### config.mk
export PLATFORM = sky130hd
export DESIGN_NAME = rgb_pattern_gen
export DESIGN_NICKNAME = d
export VERILOG_FILES = /design/src/rtl/vga_pkg.sv /design/src/rtl/pixel_pos_tracker.sv /design/src/rtl/rgb_pattern_gen.sv
export SDC_FILE = /design/constraint.sdc
export NUM_CORES = 1
export LEC_CHECK = 0
export ABC_AREA = 1
export CORE_MARGIN = 2
export CORE_UTILIZATION = 55
export CTS_CLUSTER_DIAMETER = 200
export DETAILED_ROUTE_END_ITERATION = 12
export GPL_TIMING_DRIVEN = 1
export PLACE_DENSITY = 0.83
export SYNTH_ARGS = -nofsm -noshare
export SYNTH_HDL_FRONTEND = slang
export SYNTH_SLANG_ARGS = --single-unit
### constraint.sdc
create_clock -name CLK -period 4.6 [get_ports CLK]
set_clock_uncertainty 0.15 [all_clocks]
set_input_delay 0.46 -clock CLK [delete_from_list [all_inputs] [get_ports CLK]]
set_output_delay 0.46 -clock CLK [all_outputs]
set_load 0.05 [all_outputs]
### src/rtl/vga_pkg.sv
// Shared definitions for the VGA test-pattern path: mode encodings, bar colours,
// control FSM states and default active-video timing.
package vga_pkg;

  localparam int H_ACTIVE_DEF = 640;
  localparam int V_ACTIVE_DEF = 480;
  localparam int V_START_DEF  = 35;

  localparam logic [1:0] MODE_BARS   = 2'd0;
  localparam logic [1:0] MODE_CHECK  = 2'd1;
  localparam logic [1:0] MODE_GRAD   = 2'd2;
  localparam logic [1:0] MODE_BORDER = 2'd3;

  localparam logic [11:0] COL_WHITE   = 12'hFFF;
  localparam logic [11:0] COL_YELLOW  = 12'hFF0;
  localparam logic [11:0] COL_CYAN    = 12'h0FF;
  localparam logic [11:0] COL_GREEN   = 12'h0F0;
  localparam logic [11:0] COL_MAGENTA = 12'hF0F;
  localparam logic [11:0] COL_RED     = 12'hF00;
  localparam logic [11:0] COL_BLUE    = 12'h00F;
  localparam logic [11:0] COL_BLACK   = 12'h000;

  typedef enum logic {
    WAIT_FRAME,
    RUN
  } state_t;

  // Classic colour-bar order, left to right.
  function automatic logic [11:0] bar_color(input logic [2:0] idx);
    case (idx)
      3'd0:    bar_color = COL_WHITE;
      3'd1:    bar_color = COL_YELLOW;
      3'd2:    bar_color = COL_CYAN;
      3'd3:    bar_color = COL_GREEN;
      3'd4:    bar_color = COL_MAGENTA;
      3'd5:    bar_color = COL_RED;
      3'd6:    bar_color = COL_BLUE;
      default: bar_color = COL_BLACK;
    endcase
  endfunction

endpackage

### src/rtl/pixel_pos_tracker.sv
// Recovers pixel column x and visible row y from the sync controller's V_SYNC and
// RGB_EN, and flags the vertical display window.
module pixel_pos_tracker #(
  parameter int V_START  = 35,
  parameter int V_ACTIVE = 480
) (
  input  logic       clk,
  input  logic       rst_n,
  input  logic       v_sync,
  input  logic       rgb_en,
  output logic       vs_fall,
  output logic [9:0] x,
  output logic [9:0] y,
  output logic       v_act
);

  localparam logic [9:0]  V_FIRST = 10'(V_START);
  localparam logic [10:0] V_END   = 11'(V_START + V_ACTIVE);

  logic       vs_reg;
  logic       en_reg;
  logic       en_fall;
  logic [9:0] line_cnt;

  assign vs_fall = vs_reg & ~v_sync;
  assign en_fall = en_reg & ~rgb_en;

  // vs_reg resets to the idle (high) sync level so reset release cannot fake an edge.
  always_ff @(posedge clk or negedge rst_n) begin
    if (!rst_n) begin
      vs_reg   <= 1'b1;
      en_reg   <= 1'b0;
      x        <= '0;
      line_cnt <= '0;
    end else begin
      vs_reg <= v_sync;
      en_reg <= rgb_en;

      if (!rgb_en)
        x <= '0;
      else if (x != 10'h3FF)
        x <= x + 10'd1;

      if (vs_fall)
        line_cnt <= '0;
      else if (en_fall && line_cnt != 10'h3FF)
        line_cnt <= line_cnt + 10'd1;
    end
  end

  assign v_act = (line_cnt >= V_FIRST) && ({1'b0, line_cnt} < V_END);
  assign y     = line_cnt - V_FIRST;

endmodule

### src/rtl/rgb_pattern_gen.sv
// Test-pattern generator behind the VGA sync controller: bars, checker, gradient, border.
// Define PATTERN_SCROLL_EN to make the checker scroll left one pixel per frame.
module rgb_pattern_gen
  import vga_pkg::*;
#(
  parameter int H_ACTIVE = H_ACTIVE_DEF,
  parameter int V_START  = V_START_DEF,
  parameter int V_ACTIVE = V_ACTIVE_DEF,
  parameter int BAR_W    = 80
) (
  input  logic       CLK,
  input  logic       NRST,
  input  logic       H_SYNC,
  input  logic       V_SYNC,
  input  logic       RGB_EN,
  input  logic [1:0] MODE,
  output logic [3:0] RED,
  output logic [3:0] GREEN,
  output logic [3:0] BLUE,
  output logic       HS_OUT,
  output logic       VS_OUT,
  output logic [7:0] FRAME_CNT
);

  localparam logic [9:0] X_LAST   = 10'(H_ACTIVE - 1);
  localparam logic [9:0] Y_LAST   = 10'(V_ACTIVE - 1);
  localparam logic [9:0] BAR_LAST = 10'(BAR_W - 1);

  state_t      state_reg, state_next;
  logic        pix_on;
  logic        vs_fall;
  logic        v_act;
  logic [9:0]  x;
  logic [9:0]  y;
  logic        cx5;
  logic [9:0]  bar_px_reg;
  logic [2:0]  bar_idx_reg;
  logic [1:0]  mode_reg;
  logic [11:0] color;

  pixel_pos_tracker #(
    .V_START  (V_START),
    .V_ACTIVE (V_ACTIVE)
  ) u_tracker (
    .clk     (CLK),
    .rst_n   (NRST),
    .v_sync  (V_SYNC),
    .rgb_en  (RGB_EN),
    .vs_fall (vs_fall),
    .x       (x),
    .y       (y),
    .v_act   (v_act)
  );

  always_ff @(posedge CLK or negedge NRST) begin
    if (!NRST)
      state_reg <= WAIT_FRAME;
    else
      state_reg <= state_next;
  end

  always_comb begin
    state_next = state_reg;
    pix_on     = 1'b0;
    case (state_reg)
      WAIT_FRAME: if (vs_fall) state_next = RUN;
      RUN:        pix_on = RGB_EN && v_act;
      default:    state_next = WAIT_FRAME;
    endcase
  end

  always_ff @(posedge CLK or negedge NRST) begin
    if (!NRST) begin
      mode_reg    <= MODE_BARS;
      FRAME_CNT   <= '0;
      bar_px_reg  <= '0;
      bar_idx_reg <= '0;
    end else begin
      if (vs_fall) begin
        mode_reg  <= MODE;
        FRAME_CNT <= FRAME_CNT + 8'd1;
      end

      if (!RGB_EN) begin
        bar_px_reg  <= '0;
        bar_idx_reg <= '0;
      end else if (bar_px_reg == BAR_LAST) begin
        bar_px_reg <= '0;
        if (bar_idx_reg != 3'd7)
          bar_idx_reg <= bar_idx_reg + 3'd1;
      end else begin
        bar_px_reg <= bar_px_reg + 10'd1;
      end
    end
  end

`ifdef PATTERN_SCROLL_EN
  // Bit 5 of (x + FRAME_CNT); only that bit selects the checker square.
  assign cx5 = x[5] ^ FRAME_CNT[5] ^ (({1'b0, x[4:0]} + {1'b0, FRAME_CNT[4:0]}) > 6'd31);
`else
  assign cx5 = x[5];
`endif

  always_comb begin
    color = COL_BLACK;
    case (mode_reg)
      MODE_BARS:  color = bar_color(bar_idx_reg);
      MODE_CHECK: color = (cx5 ^ y[5]) ? COL_WHITE : COL_BLACK;
      MODE_GRAD:  color = {x[8:5], y[8:5], FRAME_CNT[5:2]};
      default:    color = (x == 10'd0 || x == X_LAST || y == 10'd0 || y == Y_LAST)
                          ? COL_WHITE : COL_BLACK;
    endcase
    if (!pix_on)
      color = COL_BLACK;
  end

  always_ff @(posedge CLK or negedge NRST) begin
    if (!NRST) begin
      RED    <= '0;
      GREEN  <= '0;
      BLUE   <= '0;
      HS_OUT <= 1'b1;
      VS_OUT <= 1'b1;
    end else begin
      RED    <= color[11:8];
      GREEN  <= color[7:4];
      BLUE   <= color[3:0];
      HS_OUT <= H_SYNC;
      VS_OUT <= V_SYNC;
    end
  end

endmodule

Yosys cells after proc, flatten, opt, wreduce, memory -nomap -nowiden:

Index checks and enable logic that the tools add are counted.

* logic and storage cells: 72
* output and inout port bits: 22
* flip-flop bits (word level): 59
* bits of input ports: 7

* add/sub/neg operators: 6
* magnitude comparators: 2
* reduce and logical (&&, ||, !) cells: 12
* bitwise logic cells: 5
* mux-type cells: 17
* equal/unequal tests: 17

Operators by type and width (number)
* $pmux W12 S7: 1
* $mux W10: 6
* $mux W12: 3
* $pmux W12 S3: 1
* $add A10 B1 Y10 const B: 3
* $logic_not A10 Y1: 2
* $ne A10 B10 Y1 const B: 2
* $eq A10 B10 Y1 const B: 1
* $eq A10 B7 Y1 const B: 1
* $eq A10 B9 Y1 const B: 1
* $ge A10 B6 Y1 const B: 1
* $lt A10 B10 Y1 const B: 1
* $sub A10 B6 Y10 const B: 1
* $eq A3 B3 Y1 const B: 3
* $mux W3: 3
* $add A8 B1 Y8 const B: 1
* $eq A3 B2 Y1 const B: 2
* $ne A2 B1 Y1 const B: 3
* $add A3 B1 Y3 const B: 1
* $eq A3 B1 Y1 const B: 1
* $logic_and A1 B1 Y1: 3
* $logic_not A3 Y1: 1
* $logic_or A1 B1 Y1: 3
* $mux W1: 3
* other kinds (9): 11

Logic depth before layout (Yosys ltp):

* word-level depth: 7
* depth in mapped cells: 14

Hierarchy:

Synthesis repeated with hierarchy kept, for this count alone.

* cells, all modules: 428
* area, all modules: 3370.7 µm²

By module, submodules not included
* rgb_pattern_gen: instances 1, area an instance 1996.9 µm², cells each 242, seq. area each 953.4 µm²
* pixel_pos_tracker: instances 1, area an instance 1373.8 µm², cells each 186, seq. area each 551.8 µm²

Least setup slack after synthesis:

OpenSTA, ideal clock, no wires.

* path kind: flip-flop to flip-flop
* start point: register u_tracker.vs_reg
* end point: register FRAME_CNT[6]
* stages on the path, launching flop included: 8
* buffers on the path: 1
* slack: 2720 ps
* arrival: 1604 ps
* period minus slack after synthesis: 1880 ps
* data required time: 4324 ps
* cells stage by stage: dfstp_2 -> inv_1 -> nor2_1 -> buf_2 -> nand2_1 -> nor3_1 -> nand3_1 -> xor2_1

* longest elaborated chain between the ends: 1

RTL lines
* start: declaration: RTL line pixel_pos_tracker.sv:20 `logic vs_reg;`
* start signal: assignment: RTL line pixel_pos_tracker.sv:36 `vs_reg <= v_sync;`
* $and A1 B1 Y1: RTL line pixel_pos_tracker.sv:25 `assign vs_fall = vs_reg & ~v_sync;`
* end signal: assignment: RTL line rgb_pattern_gen.sv:81 `FRAME_CNT <= FRAME_CNT + 8'd1;`
* end: declaration: RTL line rgb_pattern_gen.sv:22 `output logic [7:0] FRAME_CNT`

No other way between the ends.
A chain may end at the register's enable or synchronous reset.

Final worst setup path:

* start point: input port RGB_EN
* end point: register bar_idx_reg[0]

* longest elaborated chain between the ends: 2
* elaborated cells between the ends (all ways): 4

RTL lines
* start: declaration: RTL line rgb_pattern_gen.sv:15 `input logic RGB_EN,`
* $ne A2 B1 Y1 (no line)
* $reduce_and A2 Y1 (no line)
* end signal: assignment: RTL line rgb_pattern_gen.sv:90 `bar_idx_reg <= bar_idx_reg + 3'd1;`
* end: declaration: RTL line rgb_pattern_gen.sv:37 `logic [2:0] bar_idx_reg;`

Several ways; a longest one is shown, not always the timed one.

==> impl_metrics.py <==
metrics = {
    "sta": {
        "hold_viol_final": 0,
        "min_period_ns": 2.31,
        "setup_ws_ns": 2.29,
        "relSlewSlack": 0.501,
        "rsz0062_at_grt": "false",
        "slew_viol_final": 0,
        "hold-worst-slack_ns": 0.104,
        "finalSetupViolCount": 0,
        "fin_crit_sh": 0.503,
        "fin_setup_tns_ns": 0,
        "worst_pin_slew_ns": 0.746,
        "fmax_mhz": 432,
    },
    "route": {
        "viasPerCell": 5.25,
        "vias": 2699,
        "wl_per_cell_um": 12.7,
        "routed_wl_mm": 6.52,
        "ant_nets": 0,
        "dr.pass1.iters": 4,
        "initialDrtViolationCount": 162,
        "drc": 0,
    },
    "synth": {
        "synthTopCellsByCount": "nand2_1, nor2_1, dfrtp_1, inv_1, nand3_1",
        "synth_flop_cell": "dfrtp_1",
        "syn_inst": 403,
        "yosysTopAreaCell": "dfrtp_1",
        "yosysMostFrequentCell": "nand2_1",
        "synth_seq_cells": 59,
        "yosysSeqAreaShare": 0.461,
        "synthesis.nets": 422,
        "synth_edf_count": 0,
        "synth_cell_types": 34,
        "yosys_warnings": 0,
        "netlist_top_cells_area": "dfrtp_1, nand2_1, nor2_1, inv_1, ha_1",
        "netlist_area_sq_mm": 0.00321,
        "synth_top_area_frac": 0.445,
        "syn_avg_cell_area_sq_um": 7.96,
        "synthArstFlopShare": 1.00,
    },
    "clock_tree": {
        "clk_pin_slew_worst_paths_ns": 0.07,
        "cts_resized": 0,
        "htreeDepth": 3,
        "cts_sinks": 59,
        "post_cts_buffers": 0,
        "root_buffer": "clkbuf_8",
        "clk-insertion-delay-late_ns": 0.34,
        "cts_buffers": 9,
        "clockBufferDepth": 2,
        "cts_hold_buf": 0,
        "cts_tree": "built",
    },
    "global_route": {
        "track_usage": 0.224,
        "grt_max_degree": 60,
        "grt-ovfl-total": 0,
        "grt_pass1_wl_mm": 11.0,
        "antenna_found_initial": 0,
        "grt_pass1_vias": 2518,
    },
    "worst_setup_path": {
        "slowest_stage": "clkdlybuf4s50_1",
        "cp_cell_sequence": "clkdlybuf4s50_1 -> clkinv_1 -> nor2_1 -> a21oi_1 -> nand3_1 -> o21ai_0",
        "path_class": "in -> reg",
        "cp-end-kind": "flop",
        "cp-start-kind": "primary input",
        "cpPeakStageDelay_ns": 0.73,
        "arrival_ns": 2.38,
        "worstPathRequired_ns": 4.67,
        "worst-path-buf-inv": 2,
        "path_delay_family": "buffers and inverters",
        "path_max_fanout": 13,
    },
    "floorplanning": {
        "initial_core_util": 0.575,
        "fp.dieH_um": 80.4,
        "core_sq_mm": 0.00557,
        "io_pins": 29,
        "row_count": 27,
        "die_w_um": 80.4,
        "dieArea_sq_mm": 0.00646,
    },
    "run_status": {
        "status": "completed",
    },
    "finish": {
        "nFillCells": 457,
        "area_growth_pct": 16.9,
        "drive_above_1_share": 0.0950,
        "fin_util": 0.673,
        "final_nets": 456,
        "n_antenna_cell": 0,
    },
    "power_and_ir_drop": {
        "powerDensity_mw_per_mm2": 397,
        "max-vdd-ir-drop_uv": 280,
        "total_power_mw": 1.49,
        "p_leak_nw": 1.84,
    },
    "placed_design": {
        "port_buffers": 28,
        "dp_hpwl_mm": 4.69,
        "preCtsSetupSlack_ns": 1.98,
        "place_congestion": 0.833,
    },
    "job": {
        "drv_cap": 0,
    },
    "hold_path": {
        "hp-class": "in -> async",
    },
}
per-stage QoR:
step / std cells / cell area [sq um]
global placement: 498 / 3540
CTS: 514 / 3750
finish: 514 / 3750
floorplan: 403 / 3210
global route: 514 / 3750
detailed placement: 498 / 3540
kinds of logic after synthesis:
family | after synthesis | synth area share
compound gates | 51 | 0.0901
xor+xnor | 12 | 0.0328
fa+ha+maj | 12 | 0.0468
buf+inv | 62 | 0.0780
flops | 59 | 0.461
simple gates | 207 | 0.291
cell usage in the layout, fill, tap and decap left out, types with 2 or more instances in the layout:
| cell type | netlist | routed |
|---|---|---|
| nand4_1 | 3 | 3 |
| o21ai_0 | 24 | 24 |
| nand3_2 | 2 | 2 |
| inv_2 | 2 | 2 |
| nor4_1 | 4 | 4 |
| and3_1 | 2 | 2 |
| nor3_1 | 9 | 9 |
| nand3_1 | 25 | 25 |
| dfrtp_1 | 57 | 57 |
| clkdlybuf4s50_1 | 0 | 27 |
| xor2_1 | 10 | 10 |
| clkinv_2 | 0 | 2 |
| nor3b_1 | 2 | 2 |
| dfstp_2 | 2 | 2 |
| nor2_2 | 9 | 9 |
| nand2_2 | 7 | 7 |
| nor2_1 | 64 | 64 |
| clkbuf_1 | 2 | 2 |
| a211oi_1 | 7 | 7 |
| inv_1 | 53 | 53 |
| clkbuf_8 | 0 | 9 |
| xnor2_1 | 2 | 2 |
| a21oi_1 | 14 | 14 |
| bufinv_16 | 0 | 2 |
| nand2_1 | 77 | 77 |
| ha_1 | 12 | 12 |
final timing paths:
check,startpoint,end,slack (ns),cells past startpoint
max in group asynchronous,NRST,BLUE[0],3.72,2
max,RGB_EN,bar_idx_reg[0],2.29,6
min,NRST,bar_px_reg[6],0.10,2
max reg2reg,u_tracker.vs_reg,FRAME_CNT[7],2.37,7
min in group CLK,FRAME_CNT[7],FRAME_CNT[7],0.32,1
min reg2reg,FRAME_CNT[7],FRAME_CNT[7],0.32,1
final cells by class:
type | instances | area [sq um] | area share
inverters | 56 | 210 | 0.0561
flip-flops and latches | 59 | 1480 | 0.395
clock buffers | 11 | 131 | 0.0350
clock inverters | 5 | 77.6 | 0.0207
repair buffers | 29 | 283 | 0.0754
multi-input cells | 282 | 1480 | 0.394
well taps | 72 | 90.1 | 0.0240
routing by layer:
metal  global-route usage  up-vias  wire length (um)
met5                    0        -                 0
met4               0.0915        0               112
met3               0.0449       14               322
met2                0.384       78              3220
met1                0.276     1247              2870
li1                     -     1360                 -
power by group:
| group | switching [mW] | internal (mW) | leakage (nW) | total (mW) |
|---|---|---|---|---|
| Sequential | 0.0454 | 0.564 | 0.777 | 0.609 |
| Clock | 0.201 | 0.303 | 0.103 | 0.504 |
| Combinational | 0.253 | 0.123 | 0.956 | 0.376 |
No activity file was read; power rests on OpenSTA's default activity.
